## src/rtl/parking_access_ctrl_pkg.sv

```systemverilog
// -----------------------------------------------------------------------------
// parking_pkg
// Shared types and default constants for the parking access controller.
//   state_e     : FSM state encoding (IDLE, WAIT_IN, WAIT_OUT)
//   count_t     : occupancy count type (8 bits)
//   DEF_*       : default CAPACITY / TIMEOUT / ACCESS_CODE
// -----------------------------------------------------------------------------
package parking_pkg;

    typedef logic [7:0] count_t;

    typedef enum logic [1:0] {
        ST_IDLE     = 2'd0,
        ST_WAIT_IN  = 2'd1,
        ST_WAIT_OUT = 2'd2
    } state_e;

    localparam int           DEF_CAPACITY    = 255;
    localparam int           DEF_TIMEOUT     = 16;
    localparam logic [7:0]   DEF_ACCESS_CODE = 8'hA5;

endpackage

```

## src/rtl/parking_access_ctrl_if.sv

```systemverilog
// -----------------------------------------------------------------------------
// parking_access_ctrl_if
// Request / barrier / display bundle of the parking access controller.
//   Requests (master -> slave): cerere_intrare, cod_acces, cerere_iesire,
//                               senzor_trecere
//   Status   (slave -> master): bariera, acces_respins, afisare_locuri,
//                               parcare_full, dbg_state
// Handshake: there is no ready path. A request is taken on every rising
// edge where it is high while the controller is IDLE; exactly one of
// bariera / acces_respins answers it in the following cycle. Requests seen
// outside IDLE are dropped silently. dbg_state mirrors the FSM register.
// -----------------------------------------------------------------------------
interface parking_access_ctrl_if;
    import parking_pkg::*;

    logic        cerere_intrare;
    logic [7:0]  cod_acces;
    logic        cerere_iesire;
    logic        senzor_trecere;
    logic        bariera;
    logic        acces_respins;
    count_t      afisare_locuri;
    logic        parcare_full;
    logic [1:0]  dbg_state;

    modport master (
        output cerere_intrare, cod_acces, cerere_iesire, senzor_trecere,
        input  bariera, acces_respins, afisare_locuri, parcare_full, dbg_state
    );

    modport slave (
        input  cerere_intrare, cod_acces, cerere_iesire, senzor_trecere,
        output bariera, acces_respins, afisare_locuri, parcare_full, dbg_state
    );

endinterface

```

## src/rtl/parking_access_ctrl_timer.sv

```systemverilog
// -----------------------------------------------------------------------------
// parking_timer
// Clear/enable up-counter used to bound the wait for the pass sensor.
//   clk, reset  : system clock, synchronous active-high reset
//   i_clear     : force the count to 0 (has priority over enable)
//   i_enable    : advance the count by one
//   o_expired   : count has reached TIMEOUT-1 (last wait cycle)
// -----------------------------------------------------------------------------
module parking_timer #(
    parameter int TIMEOUT = 16
) (
    input  logic clk,
    input  logic reset,
    input  logic i_clear,
    input  logic i_enable,
    output logic o_expired
);

    localparam logic [7:0] LAST = 8'(TIMEOUT - 1);

    logic [7:0] r_cnt;

    always_ff @(posedge clk) begin
        if (reset || i_clear) begin
            r_cnt <= 8'd0;
        end else if (i_enable && (r_cnt != LAST)) begin
            // Holds at LAST so a late enable can never wrap the count.
            r_cnt <= r_cnt + 8'd1;
        end
    end

    assign o_expired = (r_cnt == LAST);

endmodule

```

## src/rtl/parking_access_ctrl.sv

```systemverilog
// -----------------------------------------------------------------------------
// parking_access_ctrl
// Parking-lot access controller: serves entry/exit requests, pulses the
// barrier, waits for the car to pass and tracks occupancy.
//   clk, reset : system clock, synchronous active-high reset
//   bus        : parking_access_ctrl_if.slave (requests in, barrier / reject
//                pulses, occupancy count, full flag, FSM state out)
// Build option: PARKING_ACCESS_CODE_EN -- when defined, entry also requires
// cod_acces == ACCESS_CODE; otherwise the code is ignored.
// -----------------------------------------------------------------------------
module parking_access_ctrl
    import parking_pkg::*;
#(
    parameter int         CAPACITY    = DEF_CAPACITY,
    parameter int         TIMEOUT     = DEF_TIMEOUT,
    parameter logic [7:0] ACCESS_CODE = DEF_ACCESS_CODE
) (
    input  logic                  clk,
    input  logic                  reset,
    parking_access_ctrl_if.slave  bus
);

    localparam logic [1:0] S_IDLE     = ST_IDLE;
    localparam logic [1:0] S_WAIT_IN  = ST_WAIT_IN;
    localparam logic [1:0] S_WAIT_OUT = ST_WAIT_OUT;
    localparam count_t     CAP        = count_t'(CAPACITY);

    logic [1:0] r_state;
    count_t     r_count;
    logic       r_full;
    logic       r_bariera;
    logic       r_respins;

    logic [1:0] w_next_state;
    count_t     w_next_count;
    logic       w_bariera;
    logic       w_respins;
    logic       w_timer_clear;
    logic       w_expired;
    logic       w_code_ok;

`ifdef PARKING_ACCESS_CODE_EN
    assign w_code_ok = (bus.cod_acces == ACCESS_CODE);
`else
    logic w_unused_code;
    assign w_unused_code = ^bus.cod_acces;
    assign w_code_ok     = 1'b1;
`endif

    // Timer restarts on the edge that opens the barrier, so it reads 0 in
    // the first WAIT cycle and runs only while a pass is pending.
    parking_timer #(
        .TIMEOUT (TIMEOUT)
    ) u_timer (
        .clk       (clk),
        .reset     (reset),
        .i_clear   (w_timer_clear),
        .i_enable  (r_state != S_IDLE),
        .o_expired (w_expired)
    );

    always_comb begin
        w_next_state  = r_state;
        w_next_count  = r_count;
        w_bariera     = 1'b0;
        w_respins     = 1'b0;
        w_timer_clear = 1'b0;
        case (r_state)
            S_IDLE: begin
                // Exit has priority; a simultaneous entry is dropped.
                if (bus.cerere_iesire) begin
                    if (r_count != '0) begin
                        w_bariera     = 1'b1;
                        w_timer_clear = 1'b1;
                        w_next_state  = S_WAIT_OUT;
                    end else begin
                        w_respins = 1'b1;
                    end
                end else if (bus.cerere_intrare) begin
                    if (w_code_ok && !r_full) begin
                        w_bariera     = 1'b1;
                        w_timer_clear = 1'b1;
                        w_next_state  = S_WAIT_IN;
                    end else begin
                        w_respins = 1'b1;
                    end
                end
            end
            S_WAIT_IN: begin
                // Sensor on the expiry edge still counts as a pass.
                if (bus.senzor_trecere) begin
                    if (r_count != CAP) begin
                        w_next_count = r_count + 8'd1;
                    end
                    w_next_state = S_IDLE;
                end else if (w_expired) begin
                    w_next_state = S_IDLE;
                end
            end
            S_WAIT_OUT: begin
                if (bus.senzor_trecere) begin
                    if (r_count != '0) begin
                        w_next_count = r_count - 8'd1;
                    end
                    w_next_state = S_IDLE;
                end else if (w_expired) begin
                    w_next_state = S_IDLE;
                end
            end
            default: begin
                w_next_state = S_IDLE;
            end
        endcase
    end

    always_ff @(posedge clk) begin
        if (reset) begin
            r_state   <= S_IDLE;
            r_count   <= '0;
            r_full    <= 1'b0;
            r_bariera <= 1'b0;
            r_respins <= 1'b0;
        end else begin
            r_state   <= w_next_state;
            r_count   <= w_next_count;
            // Full is computed from the next count so flag and count
            // always change on the same edge.
            r_full    <= (w_next_count == CAP);
            r_bariera <= w_bariera;
            r_respins <= w_respins;
        end
    end

    assign bus.bariera        = r_bariera;
    assign bus.acces_respins  = r_respins;
    assign bus.afisare_locuri = r_count;
    assign bus.parcare_full   = r_full;
    assign bus.dbg_state      = r_state;

endmodule

```

## src/flat_wrapper.sv

```systemverilog
// flat-port wrapper written by rule: the top's interface ports become plain ports
module parking_access_ctrl_flat import parking_pkg::*;
#(
    parameter int         CAPACITY    = DEF_CAPACITY,
    parameter int         TIMEOUT     = DEF_TIMEOUT,
    parameter logic [7:0] ACCESS_CODE = DEF_ACCESS_CODE
)
  (clk, reset, bus_cerere_intrare, bus_cod_acces, bus_cerere_iesire, bus_senzor_trecere, bus_bariera, bus_acces_respins, bus_afisare_locuri, bus_parcare_full, bus_dbg_state);
  parking_access_ctrl_if bus_i ();
  input  logic clk;
  input  logic reset;
  input wire logic [$bits(bus_i.cerere_intrare)-1:0] bus_cerere_intrare;
  input wire logic [$bits(bus_i.cod_acces)-1:0] bus_cod_acces;
  input wire logic [$bits(bus_i.cerere_iesire)-1:0] bus_cerere_iesire;
  input wire logic [$bits(bus_i.senzor_trecere)-1:0] bus_senzor_trecere;
  output wire logic [$bits(bus_i.bariera)-1:0] bus_bariera;
  output wire logic [$bits(bus_i.acces_respins)-1:0] bus_acces_respins;
  output wire logic [$bits(bus_i.afisare_locuri)-1:0] bus_afisare_locuri;
  output wire logic [$bits(bus_i.parcare_full)-1:0] bus_parcare_full;
  output wire logic [$bits(bus_i.dbg_state)-1:0] bus_dbg_state;
  assign bus_i.cerere_intrare = bus_cerere_intrare;
  assign bus_i.cod_acces = bus_cod_acces;
  assign bus_i.cerere_iesire = bus_cerere_iesire;
  assign bus_i.senzor_trecere = bus_senzor_trecere;
  assign bus_bariera = bus_i.bariera;
  assign bus_acces_respins = bus_i.acces_respins;
  assign bus_afisare_locuri = bus_i.afisare_locuri;
  assign bus_parcare_full = bus_i.parcare_full;
  assign bus_dbg_state = bus_i.dbg_state;
  parking_access_ctrl #(.CAPACITY(CAPACITY), .TIMEOUT(TIMEOUT), .ACCESS_CODE(ACCESS_CODE)) u_core (.clk(clk), .reset(reset), .bus(bus_i));
endmodule
```

## config.mk

```make
export PLATFORM = sky130hd
export DESIGN_NAME = parking_access_ctrl_flat
export DESIGN_NICKNAME = d
export VERILOG_FILES = /design/src/rtl/parking_access_ctrl_pkg.sv /design/src/rtl/parking_access_ctrl_if.sv /design/src/rtl/parking_access_ctrl_timer.sv /design/src/rtl/parking_access_ctrl.sv /design/src/flat_wrapper.sv
export SDC_FILE = /design/constraint.sdc
export NUM_CORES = 1
export LEC_CHECK = 0
export CORE_ASPECT_RATIO = 1.75
export CORE_MARGIN = 2
export CORE_UTILIZATION = 40
export CTS_CLUSTER_DIAMETER = 80
export DETAILED_ROUTE_END_ITERATION = 10
export PLACE_DENSITY = 0.74
export SLEW_MARGIN = 5
export SYNTH_ARGS = -nofsm -noshare
export SYNTH_HDL_FRONTEND = slang
export SYNTH_SLANG_ARGS = --single-unit
```

## constraint.sdc

```tcl
create_clock -name clk -period 2.5 [get_ports clk]
set_clock_uncertainty 0.2 [all_clocks]
set_input_delay 0.375 -clock clk [delete_from_list [all_inputs] [get_ports clk]]
set_output_delay 0.375 -clock clk [all_outputs]
set_load 0.02 [all_outputs]
```

==> results of run 1 <==
## flip-flops by register name (all words and copies together), names as in the netlist
name                       count
u_core.bus.afisare_locuri      8
u_core.u_timer.r_cnt           8
u_core.bus.dbg_state           2
u_core.bus.acces_respins       1
u_core.bus.bariera             1
u_core.bus.parcare_full        1
## worst max-delay path by stage
| stage | from | end | slack, ns |
|---|---|---|---|
| after floorplan | u_core.bus.dbg_state[0] | u_core.bus.parcare_full | 0.01 |
| after global placement | bus_senzor_trecere | u_core.bus.parcare_full | -0.30 |
| after detailed placement | bus_senzor_trecere | u_core.bus.parcare_full | -0.32 |
| after CTS | u_core.bus.afisare_locuri[0] | u_core.bus.dbg_state[1] | -0.03 |
| after global routing | u_core.bus.dbg_state[1] | u_core.bus.parcare_full | -0.07 |
| final | u_core.bus.dbg_state[0] | u_core.bus.parcare_full | -0.005 |
## layout make-up
class / count / area [um^2] / area share
multi-input combinational: 137 / 1020 / 0.494
timing repair buffer: 57 / 469 / 0.228
sequential: 21 / 428 / 0.208
tap: 45 / 56.3 / 0.0274
clock buffer: 3 / 41.3 / 0.0201
inverter: 9 / 41.3 / 0.0201
clock inverter: 1 / 5.00 / 0.00243
## layout by cell type (no fill, tap or decap), types with 2 or more instances in the layout
cell type / n
nand3_1: 5
nand2_1: 16
nor3_2: 2
o211ai_1: 2
and3_1: 5
clkbuf_8: 3
mux2i_1: 2
xnor2_1: 2
dfxtp_2: 3
inv_1: 5
nor3b_2: 2
buf_4: 40
nor3_1: 3
nor4_1: 3
ha_4: 2
and2_1: 2
nor2_1: 23
ha_2: 4
xor2_1: 5
mux2_2: 2
o21ai_0: 2
o21bai_1: 2
a21oi_1: 8
inv_2: 2
nand3b_1: 2
nand2b_1: 4
nand4_1: 4
dfxtp_1: 17
clkdlybuf4s50_1: 16
nor2b_1: 2
## logic make-up (layout without fill, tap and decap cells)
| group | Yosys count | count (layout) | synth area share |
|---|---|---|---|
| xor gates and xnor gates | 7 | 7 | 0.0433 |
| muxes | 5 | 5 | 0.0371 |
| adders and majority gates | 7 | 7 | 0.0618 |
| buffers and inverters | 18 | 70 | 0.0565 |
| AOI/OAI and AO/OA | 33 | 33 | 0.174 |
| DFF | 21 | 21 | 0.297 |
| and+or+nand+nor | 85 | 85 | 0.330 |
## layer usage
| metal | up-vias | wire length (um) |
|---|---|---|
| met5 | - | 0 |
| met4 | 0 | 274 |
| met3 | 20 | 146 |
| met2 | 39 | 2360 |
| met1 | 723 | 1550 |
| li1 | 746 | - |
## what timing repair did
item | CTS | global route
pin swaps | 0 | 9
setup buffers | 0 | 5
resized for setup | 2 | 32
setup endpoints to repair | 3 | 13
## critical path, cell delays in order, from the launching register on
cell	delay, ns
dfxtp_2	0.34
inv_2	0.05
ha_4	0.31
nand2_2	0.07
a211o_1	0.34
nor3_2	0.23
o32ai_1	0.10
or4_4	0.57
nor4_4	0.20
## through the flow
step	TNS (ns)	instances	instance area [um^2]	setup slack, ns
finish	-0.00461	273	2060	-0.00461
global route	-0.0848	273	2060	-0.0713
CTS	-0.0609	268	1910	-0.0295
detailed placement	-0.474	264	1860	-0.318
global placement	-0.394	264	1860	-0.298
floorplan	0	176	1420	0.0122
## report_power, final
group	switching [uW]	internal (uW)
Combinational	157	141
Clock	121	112
Sequential	9.93	348
Total	288	601
==> impl_metrics.json, run 1 <==
{
  "grt_pass1_vias": 1474,
  "yosys.cell_count.top_type": "nor2_1",
  "p_leak_uw": 0.000870,
  "synth_area_um2": 1420,
  "top_usage_layer": "met2",
  "r2r-end": "u_core.bus.parcare_full",
  "gp_congestion": 0.904,
  "reg2regPathDepth": 8,
  "hp-start": "u_core.u_timer.r_cnt[1]",
  "period_minus_slack_ns": 2.50,
  "path_class": "register to register",
  "grt_setup_unrepaired": "true",
  "routedWlPerCell_um": 15.9,
  "clk_pin_slew_ns": 0.08,
  "grtUsageTotal": 0.211,
  "cp.required_ns": 2.49,
  "hold_viol": 0,
  "seq_area_frac_synth": 0.297,
  "grt_first_pass_wirelength_mm": 6.64,
  "hold_buffers": 0,
  "cts_buffer_depth": 2,
  "outcome": "finished with violations",
  "syn-instance-count": 176,
  "postSynthAreaPerCell_um2": 8.05,
  "rrSetupSlack_ns": -0.005,
  "drcViolationCount": 0,
  "fmax_ghz": 0.399,
  "start_util": 0.417,
  "use_met2": 0.434,
  "ant_nets": 0,
  "fin_util": 0.605,
  "dieArea_um2": 4050,
  "yosys.area.top_type": "dfxtp_1",
  "synth.distinct_cells": 53,
  "use_met3": 0.0198,
  "ys_ff_latch": 21,
  "numCtsBuffers": 3,
  "synth_top_cells_by_count": "nor2_1, dfxtp_1, nand2_1",
  "dr_total_vias": 1528,
  "synth-main-ff-cell": "dfxtp_1",
  "synth_nets": 196,
  "synth.top_cell.area_share": 0.297,
  "overflow": 0,
  "yosysWarnings": 0,
  "grt_use_met1": 0.202,
  "report.final.slew_viol_count": 0,
  "io_pins": 26,
  "violations": "negative setup slack",
  "routed_wl_mm": 4.33,
  "vias_per_cell": 5.60,
  "cts_tree": "yes",
  "diodes": 0,
  "root_buffer": "clkbuf_8",
  "critPathLaunchType": "register",
  "area_growth_pct": 45.2,
  "p_per_area_nw_per_um2": 432,
  "htreeDepth": 1,
  "finalSetupViolCount": 1,
  "portBuffers": 17,
  "cts_sinks": 21,
  "num-fill-cells": 311,
  "synth_edf_count": 0,
  "hold_ws_ns": 0.320,
  "dieWidth_um": 49.0,
  "rows": 28,
  "design_power_total_uw": 889,
  "drv_cap": 0,
  "holdPathStages": 2,
  "antenna_found_initial": 0,
  "cp_max_fo": 7,
  "reg2reg_from": "u_core.bus.dbg_state[0]",
  "core_um2": 3400,
  "synth_area_leaders": "dfxtp_1, ha_1, nor2_1, nand2_1, xor2_1",
  "layout_worst_path_cycle_share": 1.00,
  "layout.nets": 249,
  "layout_setup_ws_ns": -0.00461,
  "clock_latency_ns": 0.27,
  "peakVddDrop_mv": 0.351,
  "min_to": "u_core.u_timer.r_cnt[1]",
  "drive_gt1_frac": 0.338,
  "fp.dieH_um": 82.7,
  "async_flop_share": 0,
  "firstDrtPassIters": 4,
  "worstSetupEndpointType": "register",
  "dpl.hpwl_mm": 3.18,
  "grt_start_max_net_pins": 13,
  "tightestPinTransition_ns": 0.583,
  "hold_class": "register to register",
  "slew_headroom": 0.610,
  "drtIter0Drc": 59,
  "critPathArrivalTime_ns": 2.49
}
No activity file was read; power rests on OpenSTA's default activity.
==> run 2: changes to the inputs <==
ABC_AREA = 1   (was unset)
PLACE_DENSITY = 0.73   (was 0.74)
==> impl_metrics.json, run 2 <==
{
  "outcome": "completed",
  "dr_total_vias": 1604,
  "cp_slowest_cell": "clkdlybuf4s50_1",
  "core_um2": 3830,
  "seq_area_frac_synth": 0.267,
  "report.final.slew_viol_count": 0,
  "cp_max_fo": 9,
  "layout.nets": 288,
  "synth_area_leaders": "dfxtp_1, nand2_1, nand3_1, nor2_1, inv_1",
  "dieWidth_um": 51.5,
  "p_leak_uw": 0.000828,
  "antenna_found_initial": 0,
  "slew_headroom": 0.733,
  "start_util": 0.412,
  "routedWlPerCell_um": 11.8,
  "firstDrtPassIters": 4,
  "final_cell_mix": "nand2_1, nor2_1, nand3_1, inv_1, dfxtp_1",
  "cp_cell_sequence": "clkdlybuf4s50_1",
  "ant_nets": 0,
  "ys_ff_latch": 21,
  "vias_per_cell": 5.09,
  "cts_setup_buffers": 0,
  "grtUsageTotal": 0.190,
  "root_buffer": "clkbuf_8",
  "yosys.area.top_type": "dfxtp_1",
  "num-fill-cells": 410,
  "yosysWarnings": 0,
  "tns_ns": 0,
  "max_stage_delay_ns": 0.68,
  "postSynthAreaPerCell_um2": 6.41,
  "rows": 30,
  "synth.distinct_cells": 32,
  "tightestPinTransition_ns": 0.400,
  "io_pins": 26,
  "cp.required_ns": 1.92,
  "gp_congestion": 0.903,
  "diodes": 0,
  "grt_start_max_net_pins": 13,
  "peakVddDrop_mv": 0.706,
  "dpl.hpwl_mm": 2.96,
  "critPathLaunchType": "register",
  "finalSetupViolCount": 0,
  "grt_pass1_vias": 1584,
  "synth-main-ff-cell": "dfxtp_1",
  "clk_pin_slew_ns": 0.08,
  "crit_family": "buffers and inverters",
  "hold_buffers": 0,
  "clock_latency_ns": 0.26,
  "portBuffers": 17,
  "worstSetupEndpointType": "output port",
  "overflow": 0,
  "fin_util": 0.485,
  "regArea_um2": 420,
  "drtIter0Drc": 28,
  "area_growth_pct": 17.9,
  "fmax_ghz": 0.479,
  "multiInputGateArea_um2": 1010,
  "fp.dieH_um": 87.1,
  "p_per_area_nw_per_um2": 979,
  "routed_wl_mm": 3.72,
  "cts_sinks": 21,
  "dieArea_um2": 4480,
  "critPathArrivalTime_ns": 1.51,
  "grt_first_pass_wirelength_mm": 6.65,
  "hold_viol": 0,
  "cts_buffer_depth": 2,
  "cts_tree": "yes",
  "async_flop_share": 0,
  "path_buf_inv": 1,
  "period_minus_slack_ns": 2.09,
  "synth_edf_count": 0,
  "drv_cap": 0,
  "synth_top_cells_by_count": "nand2_1, nor2_1, nand3_1",
  "grt_setup_unrepaired": "false",
  "postCtsResizedCells": 0,
  "drive_gt1_frac": 0.124,
  "yosys.cell_count.top_type": "nand2_1",
  "numCtsBuffers": 3,
  "synth_nets": 266,
  "synth_area_um2": 1580,
  "drcViolationCount": 0,
  "syn-instance-count": 246,
  "layout_worst_path_cycle_share": 0.834,
  "final_common_cell": "nand2_1",
  "htreeDepth": 1,
  "hold_class": "register to register",
  "synth.top_cell.area_share": 0.267,
  "path_class": "register to output port"
}
## run 2: changes by cell type in the layout (fill, tap and decap cells not counted), sizes merged, moves of 4 or more
| cell | delta |
|---|---|
| o21ai | +4 |
| nor4 | -5 |
| nand2b | -4 |
| buf | -35 |
| and3 | -5 |
| nand3 | +28 |
| nor3 | -4 |
| nand2 | +54 |
| inv | +20 |
| nor2 | +19 |
## run 2: routing by layer
layer,wire length [um],up-vias,global-route usage
met5,0,-,0
met2,2090,41,0.353
met3,118,11,0.0120
li1,-,824,-
met1,1400,728,0.204
met4,113,0,0.105
## run 2: final timing paths
kind / startpoint / to / slack, ns / cells past startpoint
setup / recovery: u_core.bus.afisare_locuri[2] / bus_afisare_locuri[2] / 0.41 / 1
hold / removal: u_core.u_timer.r_cnt[1] / u_core.u_timer.r_cnt[1] / 0.29 / 2
setup reg to reg: u_core.bus.afisare_locuri[0] / u_core.bus.dbg_state[0] / 0.45 / 10
hold reg to reg: u_core.u_timer.r_cnt[1] / u_core.u_timer.r_cnt[1] / 0.29 / 2
## run 2: metrics by stage
stage / instance area, um^2 / total power (uW) / hold slack, ns / setup slack [ns] / std cells
final: 1860 / 1820 / 0.287 / 0.414 / 315
after global placement: 1810 / 1590 / 0.270 / 0.249 / 311
after detailed placement: 1810 / 1610 / 0.274 / 0.241 / 311
after floorplan: 1580 / 1280 / 0.252 / 0.513 / 246
after global routing: 1860 / 2000 / 0.303 / 0.249 / 315
after CTS: 1860 / 1830 / 0.287 / 0.417 / 315
## run 2: logic make-up (layout without fill, tap and decap cells)
family,after synthesis,after routing,synth area share
buf+inv,35,56,0.0936
xor+xnor,7,7,0.0389
flops,21,21,0.267
compound gates,20,20,0.0873
simple gates,156,156,0.458
fa+ha+maj,7,7,0.0556
## run 2: area by class of cell
class,count,area share
Clock buffer,3,0.0222
Multi-Input combinational cell,190,0.543
Tap cell,48,0.0323
Inverter,30,0.0620
Clock inverter,1,0.00269
Timing Repair Buffer,22,0.112
Sequential cell,21,0.226
## run 2: where the power goes
| part | total (uW) | internal, uW | switching (uW) |
|---|---|---|---|
| clock | 219 | 111 | 108 |
| sequential | 493 | 403 | 90.7 |
| combinational | 1110 | 427 | 680 |
| total | 1820 | 940 | 879 |
